`src/rtl/lorenz_pixel_plotter_if.sv`:
```
// Bundle between the Lorenz projection/clear controller and the plotter. It carries
// the plot request handshake, the clear-screen control and status, and the write
// side of the framebuffer SRAM (its second Avalon port).
interface lorenz_pixel_plotter_if #(
  parameter int ADDR_W  = 17,
  parameter int COLOR_W = 8
);
  // plot request handshake
  logic               in_valid;
  logic               in_ready;
  logic [9:0]         in_x;
  logic [8:0]         in_y;
  logic [COLOR_W-1:0] in_color;
  // clear-screen control and status
  logic               clear_start;
  logic [COLOR_W-1:0] clear_color;
  logic               busy;
  logic               clear_done;
  logic [15:0]        drop_count;
  // SRAM port 2
  logic [ADDR_W-1:0]  sram_address;
  logic               sram_chipselect;
  logic               sram_write;
  logic [COLOR_W-1:0] sram_writedata;
  logic               sram_clken;

  // requester side: issues plots and clears, observes status and the SRAM bus
  modport master (
    output in_valid, in_x, in_y, in_color, clear_start, clear_color,
    input  in_ready, busy, clear_done, drop_count,
    input  sram_address, sram_chipselect, sram_write, sram_writedata, sram_clken
  );

  // plotter side
  modport slave (
    input  in_valid, in_x, in_y, in_color, clear_start, clear_color,
    output in_ready, busy, clear_done, drop_count,
    output sram_address, sram_chipselect, sram_write, sram_writedata, sram_clken
  );
endinterface

```
`src/rtl/lorenz_pixel_plotter.sv`:
```
// Write-side stage in front of the dual-port framebuffer SRAM. Turns (x, y, colour)
// plot requests into single-cycle linear-address writes, counts out-of-range
// requests, and runs a full-screen clear sweep on demand.
module lorenz_pixel_plotter #(
  parameter int H_RES   = 320,
  parameter int V_RES   = 240,
  parameter int ADDR_W  = 17,
  parameter int COLOR_W = 8
) (
  input  logic clk,
  input  logic reset,
  lorenz_pixel_plotter_if.slave bus
);

  localparam int TOTAL = H_RES * V_RES;
  localparam logic [ADDR_W-1:0] LAST_ADDR = ADDR_W'(TOTAL - 1);
  localparam logic [ADDR_W-1:0] H_RES_A   = ADDR_W'(H_RES);

  typedef enum logic {
    IDLE  = 1'b0,
    CLEAR = 1'b1
  } state_t;

  state_t              r_state;
  state_t              w_state_next;

  // The SRAM-facing registers double as the single plot pipeline stage.
  logic [ADDR_W-1:0]   r_addr;
  logic [COLOR_W-1:0]  r_wdata;
  logic                r_strobe;
  logic                r_done;
  logic [15:0]         r_drop;

  logic                w_in_ready;
  logic                w_accept;
  logic                w_in_range;
  logic                w_last;
  logic [ADDR_W-1:0]   w_plot_addr;

  // A clear request in the same cycle takes priority and stalls the plot request.
  assign w_in_ready  = (r_state == IDLE) & ~bus.clear_start & ~reset;
  assign w_accept    = bus.in_valid & w_in_ready;
  assign w_in_range  = (int'(bus.in_x) < H_RES) && (int'(bus.in_y) < V_RES);
  assign w_plot_addr = ADDR_W'(bus.in_y) * H_RES_A + ADDR_W'(bus.in_x);
  // In CLEAR the strobes are high every cycle, so r_addr is the address being written now.
  assign w_last      = (r_addr == LAST_ADDR);

  // State register
  always_ff @(posedge clk) begin
    if (reset) begin
      r_state <= IDLE;
    end else begin
      r_state <= w_state_next;
    end
  end

  // Next-state logic: enter the sweep on clear_start, leave after the final address
  always_comb begin
    w_state_next = r_state;
    case (r_state)
      IDLE:    if (bus.clear_start) w_state_next = CLEAR;
      CLEAR:   if (w_last)          w_state_next = IDLE;
      default: w_state_next = IDLE;
    endcase
  end

  // SRAM write register: plot writes in IDLE, sequential fill in CLEAR
  always_ff @(posedge clk) begin
    if (reset) begin
      r_addr   <= '0;
      r_wdata  <= '0;
      r_strobe <= 1'b0;
    end else begin
      case (r_state)
        IDLE: begin
          if (bus.clear_start) begin
            // First fill write lands next cycle; the colour stays in r_wdata for the sweep.
            r_addr   <= '0;
            r_wdata  <= bus.clear_color;
            r_strobe <= 1'b1;
          end else if (w_accept && w_in_range) begin
            r_addr   <= w_plot_addr;
            r_wdata  <= bus.in_color;
            r_strobe <= 1'b1;
          end else begin
            // Address and data hold their last value while idle.
            r_strobe <= 1'b0;
          end
        end
        CLEAR: begin
          if (w_last) begin
            // Stop on the final address rather than wrapping past the screen.
            r_strobe <= 1'b0;
          end else begin
            r_addr   <= r_addr + 1'b1;
            r_strobe <= 1'b1;
          end
        end
        default: r_strobe <= 1'b0;
      endcase
    end
  end

  // One-cycle completion pulse in the cycle after the last fill write
  always_ff @(posedge clk) begin
    if (reset) begin
      r_done <= 1'b0;
    end else begin
      r_done <= (r_state == CLEAR) && w_last;
    end
  end

  // Saturating count of accepted requests that fall off the screen
  always_ff @(posedge clk) begin
    if (reset) begin
      r_drop <= '0;
    end else if (w_accept && !w_in_range && (r_drop != 16'hFFFF)) begin
      r_drop <= r_drop + 16'd1;
    end
  end

  assign bus.in_ready        = w_in_ready;
  assign bus.busy            = (r_state == CLEAR) | r_strobe;
  assign bus.clear_done      = r_done;
  assign bus.drop_count      = r_drop;
  assign bus.sram_address    = r_addr;
  assign bus.sram_chipselect = r_strobe;
  assign bus.sram_write      = r_strobe;
  assign bus.sram_writedata  = r_wdata;
  assign bus.sram_clken      = 1'b1;

endmodule

```
`src/flat_wrapper.sv`:
```
// flat-port wrapper written by rule: the top's interface ports become plain ports
module lorenz_pixel_plotter_flat 
#(
  parameter int H_RES   = 320,
  parameter int V_RES   = 240,
  parameter int ADDR_W  = 17,
  parameter int COLOR_W = 8
)
  (clk, reset, bus_in_valid, bus_in_x, bus_in_y, bus_in_color, bus_clear_start, bus_clear_color, bus_in_ready, bus_busy, bus_clear_done, bus_drop_count, bus_sram_address, bus_sram_chipselect, bus_sram_write, bus_sram_writedata, bus_sram_clken);
  lorenz_pixel_plotter_if #(.ADDR_W(ADDR_W), .COLOR_W(COLOR_W)) bus_i ();
  input  logic clk;
  input  logic reset;
  input wire logic [$bits(bus_i.in_valid)-1:0] bus_in_valid;
  input wire logic [$bits(bus_i.in_x)-1:0] bus_in_x;
  input wire logic [$bits(bus_i.in_y)-1:0] bus_in_y;
  input wire logic [$bits(bus_i.in_color)-1:0] bus_in_color;
  input wire logic [$bits(bus_i.clear_start)-1:0] bus_clear_start;
  input wire logic [$bits(bus_i.clear_color)-1:0] bus_clear_color;
  output wire logic [$bits(bus_i.in_ready)-1:0] bus_in_ready;
  output wire logic [$bits(bus_i.busy)-1:0] bus_busy;
  output wire logic [$bits(bus_i.clear_done)-1:0] bus_clear_done;
  output wire logic [$bits(bus_i.drop_count)-1:0] bus_drop_count;
  output wire logic [$bits(bus_i.sram_address)-1:0] bus_sram_address;
  output wire logic [$bits(bus_i.sram_chipselect)-1:0] bus_sram_chipselect;
  output wire logic [$bits(bus_i.sram_write)-1:0] bus_sram_write;
  output wire logic [$bits(bus_i.sram_writedata)-1:0] bus_sram_writedata;
  output wire logic [$bits(bus_i.sram_clken)-1:0] bus_sram_clken;
  assign bus_i.in_valid = bus_in_valid;
  assign bus_i.in_x = bus_in_x;
  assign bus_i.in_y = bus_in_y;
  assign bus_i.in_color = bus_in_color;
  assign bus_i.clear_start = bus_clear_start;
  assign bus_i.clear_color = bus_clear_color;
  assign bus_in_ready = bus_i.in_ready;
  assign bus_busy = bus_i.busy;
  assign bus_clear_done = bus_i.clear_done;
  assign bus_drop_count = bus_i.drop_count;
  assign bus_sram_address = bus_i.sram_address;
  assign bus_sram_chipselect = bus_i.sram_chipselect;
  assign bus_sram_write = bus_i.sram_write;
  assign bus_sram_writedata = bus_i.sram_writedata;
  assign bus_sram_clken = bus_i.sram_clken;
  lorenz_pixel_plotter #(.H_RES(H_RES), .V_RES(V_RES), .ADDR_W(ADDR_W), .COLOR_W(COLOR_W)) u_core (.clk(clk), .reset(reset), .bus(bus_i));
endmodule
```
`config.mk`:
```
export PLATFORM = sky130hd
export DESIGN_NAME = lorenz_pixel_plotter_flat
export DESIGN_NICKNAME = d
export VERILOG_FILES = /design/src/rtl/lorenz_pixel_plotter_if.sv /design/src/rtl/lorenz_pixel_plotter.sv /design/src/flat_wrapper.sv
export SDC_FILE = /design/constraint.sdc
export NUM_CORES = 1
export LEC_CHECK = 0
export ABC_AREA = 1
export BUFFER_PORTS_ARGS = -buffer_cell sky130_fd_sc_hd__buf_2
export CORE_MARGIN = 2
export CORE_UTILIZATION = 27
export CTS_BUF_LIST = sky130_fd_sc_hd__clkbuf_2 sky130_fd_sc_hd__clkbuf_4 sky130_fd_sc_hd__clkbuf_8
export CTS_CLUSTER_DIAMETER = 80
export DETAILED_ROUTE_END_ITERATION = 6
export GPL_TIMING_DRIVEN = 0
export PLACE_DENSITY_LB_ADDON = 0.08
export SETUP_SLACK_MARGIN = 0.4
export SYNTH_ARGS = -nofsm -noshare
export SYNTH_HDL_FRONTEND = slang
export SYNTH_SLANG_ARGS = --single-unit
```
`constraint.sdc`:
```
create_clock -name clk -period 5.75 [get_ports clk]
set_input_delay 0.575 -clock clk [delete_from_list [all_inputs] [get_ports clk]]
set_output_delay 0.575 -clock clk [all_outputs]
set_load 0.05 [all_outputs]
```
After elaboration in Yosys (flattened, before gate mapping):

Cells that the tools add are included.

* add/subtract/negate cells: 3
* multiply operators: 1
* order comparisons: 2
* equal/unequal tests: 4
* muxes and demuxes: 12
* bitwise gates (word level): 7
* reduce and logical (&&, ||, !) cells: 9

Operator list (number)
* two-way mux 17 bit: 3
* case mux 17 bit (2 select lines): 1
* adder 17 x 1 -> 17 bit, second input constant: 1
* adder 17 x 10 -> 17 bit: 1
* equality test 17 bit, second input constant: 1
* adder 16 x 1 -> 16 bit, second input constant: 1
* two-way mux 8 bit: 2
* inequality test 16 bit, second input constant: 1
* multiplier 9 x 3 -> 11 bit, second input constant: 1
* less-than comparator 10 x 9 -> 1 bit, second input constant: 1
* less-than comparator 9 x 8 -> 1 bit, second input constant: 1
* logical AND 1 bit: 5
* two-way mux 1 bit: 4
* case mux 1 bit (2 select lines): 2
* AND reduction 2 bit: 2
* bitwise AND 1 bit: 3
* inequality test 3 bit, second input constant: 1
* inverter 1 bit: 3
* inequality test 2 bit, second input constant: 1
* nonzero test 2 bit: 1
* logical NOT 1 bit: 1
* OR 1 bit: 1

* register bits: 44
* input bits: 39
* output and inout bits: 47
* logic and storage cells: 44

Logic depth before layout (Yosys ltp):

Gate-level depths: netlist of run 1.

* word-level depth: 8
* depth in mapped cells: 14
* mapped depth without buffers: 14

Least setup slack after synthesis of run 1:

OpenSTA, ideal clock, no wires.

* path type: input-to-reg
* from: input port bus_in_y[1]
* to: register u_core.r_addr[16], in the netlist u_core.bus.sram_address[16]
* library setup time: 0.120 ns
* data arrival time: 2.309 ns
* data required time: 5.630 ns
* setup slack: 3.321 ns
* stages on the path: 13
* path buffers: 0
* cells stage by stage: ha_1 > ha_1 > fa_1 > nand2_1 > inv_1 > nor2_1 > inv_1 > nor2_1 > nand3_1 > nor2_1 > nand3_1 > nand3_1 > a21oi_1

* cells in the longest elaborated chain, start to end: 5
* elaborated cells on any way between the ends: 10
* classes of those cells: add/sub: 1; mul: 1; order compare: 1; eq/ne: 1; mux: 3; reduce/logical: 3

RTL lines
* start, declared: line flat_wrapper.sv:15 `input wire logic [$bits(bus_i.in_y)-1:0] bus_in_y;`
* multiplier 9 x 3 -> 11 bit / less-than comparator 9 x 8 -> 1 bit (equally long branches): line lorenz_pixel_plotter.sv:44, lorenz_pixel_plotter.sv:43
* adder 17 x 10 -> 17 bit / logical AND 1 bit (equally long branches): line lorenz_pixel_plotter.sv:44, lorenz_pixel_plotter.sv:43
* two-way mux 17 bit / logical AND 1 bit (equally long branches): line lorenz_pixel_plotter.sv:81 `end else if (w_accept && w_in_range) begin`
* two-way mux 17 bit / inequality test 3 bit (equally long branches)
* case mux 17 bit (2 select lines) / AND reduction 2 bit (equally long branches)
* end signal, assigned: line lorenz_pixel_plotter.sv:82 `r_addr <= w_plot_addr;`
* end signal, assigned: line lorenz_pixel_plotter.sv:95 `r_addr <= r_addr + 1'b1;`
* end, declared: line lorenz_pixel_plotter.sv:28 `logic [ADDR_W-1:0] r_addr;`

Several ways; a longest one is shown, not always the timed one. The select of a mux whose other input is x is not followed.
A chain may end at the register's enable or synchronous reset.

Worst setup path after layout of run 1:

* from: input port bus_in_y[1]
* to: register u_core.r_addr[14], in the netlist u_core.bus.sram_address[14]

Same word-level chain as after synthesis.

==> impl_metrics.csv, run 1 <==
group,metric,value,unit
finish,final_net_count,626,
sta,report.final.hold_viol_count,0,
finish,area_growth,21.06,%
global_routing,grt_remaining_overflow,0,
global_routing,number_of_global_route_vias_before_repair,3152,
setup_path,timing.critical_path.arrival,2.76,ns
route,routed_wire_length_per_instance,13.50,µm
logic_synthesis,synth_area,3262,µm²
floorplanning,rows,40,
sta,fin_worst_skew,0.008531,ns
sta,setup_total_negative_slack,0,ns
place,place_hpwl,7.594,mm
route,dr_total_vias,3384,
global_routing,grt.total_usage,0.1514,
place,post-place-cells,705,
finish,layout.cell_area.non_filler,3949,µm²
floorplanning,floorplan.core_area,11910,µm²
setup_path,critical_path.startpoint_type,"input port",
floorplanning,die_height,113.9,µm
setup_path,path_common_cell,"sky130_fd_sc_hd__nor2_1",
power,total_power,0.0008398,W
cts,cts.repair_timing.setup_buffer_count,0,
setup_path,crit_slowest_cell,"sky130_fd_sc_hd__fa_1",
sta,rsz0062_at_grt,"false",
route,drt_pre_antenna_iters,4,
sta,timing.fmax,388.5,MHz
sta,layout_min_cycle_time,2.574,ns
cts,clk_path_buf_depth,2,
route,drt-initial-drc-count,161,
run,maxCapViolations,0,
finish,layout_cells_sized_above_1,0.2297,
cts,cts.htree.levels,2,
sta,final-max-slew-violation-count,0,
logic_synthesis,ys_warnings,0,
route,route.detailed.vias_per_inst,4.746,
power,p_per_area,212.7,nW/µm²
global_routing,antenna_violations_before_repair,0,
cts,clk_latency,0.31,ns
logic_synthesis,yosysUniqueCellTypes,47,
floorplanning,initial_utilization,0.2738,
setup_path,worst_ep_required_time,5.94,ns
logic_synthesis,post_synth.cell_area_avg,6.853,µm²
finish,antenna_cells,0,
place,io_buffer_count,82,
setup_path,end_kind,"flop",
cts,clk_transition_reported_paths,0.09,ns
setup_path,criticalPathCategory,"input port to flop",
route,drt.antenna.violating_nets,0,
cts,cts_resized,0,
cts,clkSinkCount,44,
sta,timing.final.crit_share,0.4476,
logic_synthesis,synth.ff_latch_count,44,
route,drcViolationCount,0,
logic_synthesis,synth_sequential_area_ratio,0.2700,
logic_synthesis,syn-instance-count,476,
place,placed_cell_area,3856,µm²
floorplanning,die_width,113.9,µm
power,worst_ir_drop_vdd,0.1075,mV
status,run_status,"complete, no violations",
power,power_leakage,1.820,nW
cts,numCtsBuffers,5,
logic_synthesis,synth_nets,537,
setup_path,critPathBufInv,3,
sta,worstMarginPinSlew,0.6078,ns
floorplanning,die_area,12980,µm²
hold_path,min-delay-path-class,"flop to flop",
sta,timing.slew.headroom,0.5948,
place,place.gp.congestion,0.8597,
floorplanning,num_io_pins,86,
global_routing,grt_start_max_net_pins,14,
sta,final-setup-viol-count,0,
setup_path,cell_family_contributing_the_most_delay_on_the_critical_path,"adder cells",
global_routing,grt_first_pass_wirelength,15.68,mm
route,total_wire_length_after_detailed_routing,9.623,mm
cts,tritoncts,"built",
cts,cts_hold_buffers,0,
setup_path,critical_path_peak_fanout,3,
cts,cts_root_buf,"sky130_fd_sc_hd__clkbuf_8",
setup_path,cp_cell_sequence,"buf_2 -> ha_1 -> ha_1 -> fa_1 -> nand2_1 -> inv_1 -> nor2_1 -> inv_1 -> nor2_1 -> nand3_1 -> nor2_1 -> nor2_1 -> o21ai_0 -> a21oi_1",
setup_path,worst_path_largest_cell_delay,0.39,ns
finish,final_cells,713,
==> synth_stat cells, drive strengths merged <==
| cell | n | area, µm² |
|---|---|---|
| nand3b | 2 | 15.01 |
| nand2 | 115 | 462.9 |
| fa | 2 | 40.04 |
| a211oi | 2 | 25.02 |
| nor4 | 3 | 18.77 |
| buf | 12 | 116.4 |
| o21bai | 1 | 18.77 |
| xor2 | 10 | 87.58 |
| or2 | 2 | 12.51 |
| nand3 | 34 | 175.2 |
| a31oi | 8 | 50.05 |
| o21ai | 46 | 234.0 |
| xnor2 | 7 | 61.31 |
| ha | 20 | 250.2 |
| inv | 46 | 187.7 |
| conb | 1 | 3.750 |
| nand4 | 9 | 62.56 |
| o32ai | 1 | 8.760 |
| a32o | 1 | 10.01 |
| a21boi | 1 | 7.510 |
| nor2 | 52 | 219.0 |
| o21a | 1 | 7.510 |
| dfxtp | 44 | 880.8 |
| nor3 | 12 | 70.07 |
| a21oi | 39 | 214.0 |
| clkbuf | 4 | 15.01 |
| a22oi | 1 | 7.510 |
==> where the power goes <==
part           switching, W  internal [W]
Sequential        0.0000182      0.000322
Clock              0.000118     0.0000963
Combinational      0.000195     0.0000901
==> cell families after synthesis <==
kind of cell | share of synthesized area
adder cells (fa/ha/maj) | 0.08899
AND/OR/NAND/NOR | 0.3176
buffers and inverters | 0.09781
flip-flops | 0.2700
XOR/XNOR | 0.04565
AO/OA/AOI/OAI | 0.1788
other | 0.001150
==> cell usage in the layout, fill, tap and decap left out, types with 20 or more instances in the layout <==
| cell type | instances |
|---|---|
| sky130_fd_sc_hd__nand2_1 | 110 |
| sky130_fd_sc_hd__buf_2 | 84 |
| sky130_fd_sc_hd__nor2_1 | 48 |
| sky130_fd_sc_hd__dfxtp_1 | 44 |
| sky130_fd_sc_hd__inv_1 | 39 |
| sky130_fd_sc_hd__o21ai_0 | 36 |
| sky130_fd_sc_hd__a21oi_1 | 36 |
| sky130_fd_sc_hd__nand3_1 | 33 |
| sky130_fd_sc_hd__ha_1 | 20 |
==> sequential cells by signal, indices dropped and copies added, names as in the netlist <==
| register | cells |
|---|---|
| u_core.bus.sram_address | 17 |
| u_core.bus.drop_count | 16 |
| u_core.bus.sram_writedata | 8 |
| u_core.bus.clear_done | 1 |
| u_core.bus.sram_chipselect | 1 |
| u_core.r_state | 1 |
==> final timing paths <==
check,cells past startpoint,to,from,slack [ns]
hold reg to reg,2,u_core.bus.drop_count[9]$_SDFFE_PP0P_,u_core.bus.drop_count[9]$_SDFFE_PP0P_,0.50
setup / recovery,14,u_core.bus.sram_address[14]$_SDFFE_PP0P_,bus_in_y[1],3.18
hold / removal,2,u_core.bus.drop_count[9]$_SDFFE_PP0P_,u_core.bus.drop_count[9]$_SDFFE_PP0P_,0.50
setup reg to reg,11,u_core.bus.sram_address[9]$_SDFFE_PP0P_,u_core.bus.sram_address[0]$_SDFFE_PP0P_,3.75
==> stage by stage <==
stage,hold WS (ns),worst slack (ns),utilization
finish,0.5047,3.176,0.3315
global route,0.5283,2.877,0.3315
CTS,0.5084,3.187,0.3315
detailed placement,0.4952,2.855,0.3237
global placement,0.4890,2.860,0.3237
floorplan,0.6717,3.321,-
==> cell type report <==
cell class / instances / area [µm²]
buffer: 16 / 131.4
clock buffer: 6 / 82.58
clock inverter: 2 / 10.01
fill: 1356 / 7963
inverter: 46 / 187.7
multi-input combinational: 370 / 2062
sequential: 44 / 880.8
tap: 147 / 183.9
timing repair buffer: 82 / 410.4
==> worst reg2reg max path, cell delays in order (launching register included) <==
cell and delay [ns]:
sky130_fd_sc_hd__dfxtp_1 0.42, sky130_fd_sc_hd__ha_1 0.20, sky130_fd_sc_hd__nand2_1 0.08, sky130_fd_sc_hd__inv_2 0.08, sky130_fd_sc_hd__nand3b_1 0.13, sky130_fd_sc_hd__nor2_2 0.17, sky130_fd_sc_hd__nand4_2 0.21, sky130_fd_sc_hd__nand2_4 0.22
sky130_fd_sc_hd__inv_6 0.07, sky130_fd_sc_hd__buf_12 0.15, sky130_fd_sc_hd__o21ai_1 0.11, sky130_fd_sc_hd__nor2_1 0.07
==> layer usage <==
metal,part of all wire,wire length (µm),global-route usage,vias up
met5,0,0,0,-
met4,0.013,129,0.04390,0
met3,0.049,476,0.02710,10
met2,0.45,4366,0.2427,81
met1,0.48,4651,0.2085,1529
li1,-,-,-,1764
Power figures use the tool's default switching activity.
==> inputs of run 2 (changes only) <==
- clock period: 5.75 -> 2.19 ns (I/O delays scaled with it)
==> run 2 against run 1 <==
Net effect: global-route usage increased by 0.38 points; sequential power increased to 2.6 times the previous value; die area unchanged; sequential share of layout area decreased by 2.2 points; non-clock buffer count increased by 22; largest cell class unchanged.
==> impl_metrics.csv, run 2 (synthesis gave the netlist of run 1 again) <==
group,metric,value,unit
place,place_ws,-0.05213,ns
cts,clk_transition_reported_paths,0.09,ns
setup_path,worst_ep_required_time,2.39,ns
route,drt-initial-drc-count,169,
hold_path,min-delay-path-class,"input port to flop",
sta,layout_min_cycle_time,1.758,ns
route,drt_pre_antenna_iters,4,
sta,timing.final.crit_share,0.8026,
sta,report.final.hold_viol_count,0,
finish,layout_cells_sized_above_1,0.3718,
global_routing,grt_first_pass_wirelength,16.09,mm
finish,largest_register_ffs,17,
floorplanning,floorplan.core_area,11910,µm²
route,drcViolationCount,0,
global_routing,antenna_violations_before_repair,0,
power,p_per_area,530.2,nW/µm²
sta,timing.fmax,568.9,MHz
route,routed_wire_length_per_instance,13.93,µm
cts,tritoncts,"built",
finish,commonest_cells_after_routing_fill_and_taps_aside,"sky130_fd_sc_hd__nand2_1 (101), sky130_fd_sc_hd__buf_2 (83), sky130_fd_sc_hd__nor2_1 (41)",
power,total_power,0.002401,W
finish,post-route-util,0.3801,
cts,cts_hold_buffers,0,
finish,layout.cells.most_common,"sky130_fd_sc_hd__nand2_1",
route,total_wire_length_after_detailed_routing,10.25,mm
route,route.detailed.vias_per_inst,4.713,
status,run_status,"complete, no violations",
place,post-place-cells,705,
run,maxCapViolations,0,
setup_path,critical_path.startpoint_type,"input port",
floorplanning,initial_utilization,0.2738,
cts,clk_path_buf_depth,2,
cts,cts.htree.levels,2,
place,io_buffer_count,82,
setup_path,critical_path_peak_fanout,3,
sta,final-max-slew-violation-count,0,
floorplanning,die_height,113.9,µm
sta,postLayoutSetupSlackWorst,0.4323,ns
global_routing,grt_start_max_net_pins,14,
finish,final_net_count,649,
global_routing,grt.total_usage,0.1551,
route,drt.antenna.violating_nets,0,
sta,rsz0062_at_grt,"true",
cts,clkSinkCount,44,
place,place.gp.congestion,0.7998,
power,worst_ir_drop_vdd,0.2268,mV
global_routing,number_of_global_route_vias_before_repair,3229,
setup_path,reg2reg_setup_slack,0.46,ns
cts,cts_root_buf,"sky130_fd_sc_hd__clkbuf_8",
cts,clk_latency,0.31,ns
sta,timing.slew.headroom,0.5720,
floorplanning,num_io_pins,86,
sta,fin_worst_skew,0.009331,ns
place,placed_cell_area,3943,µm²
place,place_hpwl,7.761,mm
finish,layout.cell_area.non_filler,4528,µm²
floorplanning,rows,40,
route,dr_total_vias,3469,
power,power_leakage,1.998,nW
finish,area_growth,38.82,%
sta,final-setup-viol-count,0,
sta,worstMarginPinSlew,0.6421,ns
finish,final_cells,736,
cts,numCtsBuffers,5,
finish,antenna_cells,0,
setup_path,timing.critical_path.arrival,1.96,ns
floorplanning,die_area,12980,µm²
global_routing,grt_remaining_overflow,0,
setup_path,criticalPathCategory,"input port to flop",
floorplanning,die_width,113.9,µm
setup_path,end_kind,"flop",
run 2: repair_timing:
action / in CTS / in global routing
setup buffers: 11 / 11
pin swaps: 22 / 32
resized for setup: 22 / 44
cloned: 0 / 1
endpoints found under the setup margin: 29 / 32
run 2: report_power, final:
part	switching, W	leakage, nW	internal [W]
Combinational	0.000591	1.58	0.000338
Clock	0.000308	0.0479	0.000270
Sequential	0.0000486	0.369	0.000845
Total	0.000948	2.00	0.00145
run 2: metal layers:
| metal | global-route usage | wire length, µm | vias up |
|---|---|---|---|
| li1 | - | - | 1814 |
| met1 | 0.2007 | 4903 | 1587 |
| met2 | 0.2727 | 4869 | 63 |
| met3 | 0.02763 | 408 | 5 |
| met4 | 0.02927 | 68 | 0 |
| met5 | 0 | 0 | - |
run 2: area by class of cell:
class | instances | area [µm²]
clock inverters | 1 | 7.507
multi-input cells | 370 | 2387
repair buffers | 104 | 608.1
plain buffers | 16 | 132.6
repair inverters | 1 | 6.256
clock buffers | 7 | 90.09
well taps | 147 | 183.9
flip-flops and latches | 44 | 912.1
fillers | 1319 | 7383
inverters | 46 | 200.2
run 2: worst paths after layout:
check / cells past startpoint / end / start
worst max-delay path: 14 / u_core.bus.sram_address[16]$_SDFFE_PP0P_ / bus_in_y[1]
worst min-delay path: 3 / u_core.bus.sram_writedata[0]$_SDFFE_PP0P_ / bus_in_color[0]
worst max register to register: 11 / u_core.r_state$_SDFF_PP0_ / u_core.bus.sram_address[0]$_SDFFE_PP0P_
worst min register to register: 1 / u_core.bus.drop_count[0]$_SDFFE_PP0P_ / u_core.bus.drop_count[0]$_SDFFE_PP0P_
run 2: critical path, cell delays in order:
cell and delay (ns):
sky130_fd_sc_hd__buf_8 0.10, sky130_fd_sc_hd__ha_4 0.23, sky130_fd_sc_hd__ha_4 0.16, sky130_fd_sc_hd__fa_2 0.37, sky130_fd_sc_hd__nand2_2 0.10, sky130_fd_sc_hd__inv_2 0.05
sky130_fd_sc_hd__nor2_4 0.15, sky130_fd_sc_hd__inv_2 0.06, sky130_fd_sc_hd__nor2_4 0.10, sky130_fd_sc_hd__nand3_2 0.09, sky130_fd_sc_hd__nor2_4 0.13, sky130_fd_sc_hd__nand3_2 0.07
sky130_fd_sc_hd__nand3_2 0.08, sky130_fd_sc_hd__a21oi_2 0.05
run 2: stage by stage:
step                      setup TNS, ns  hold WS (ns)
after detailed placement        -0.1217        0.4704
after CTS                             0        0.1587
after floorplan                       0        0.3783
final                                 0        0.1615
after global routing                  0        0.1546
after global placement          -0.1145        0.4648
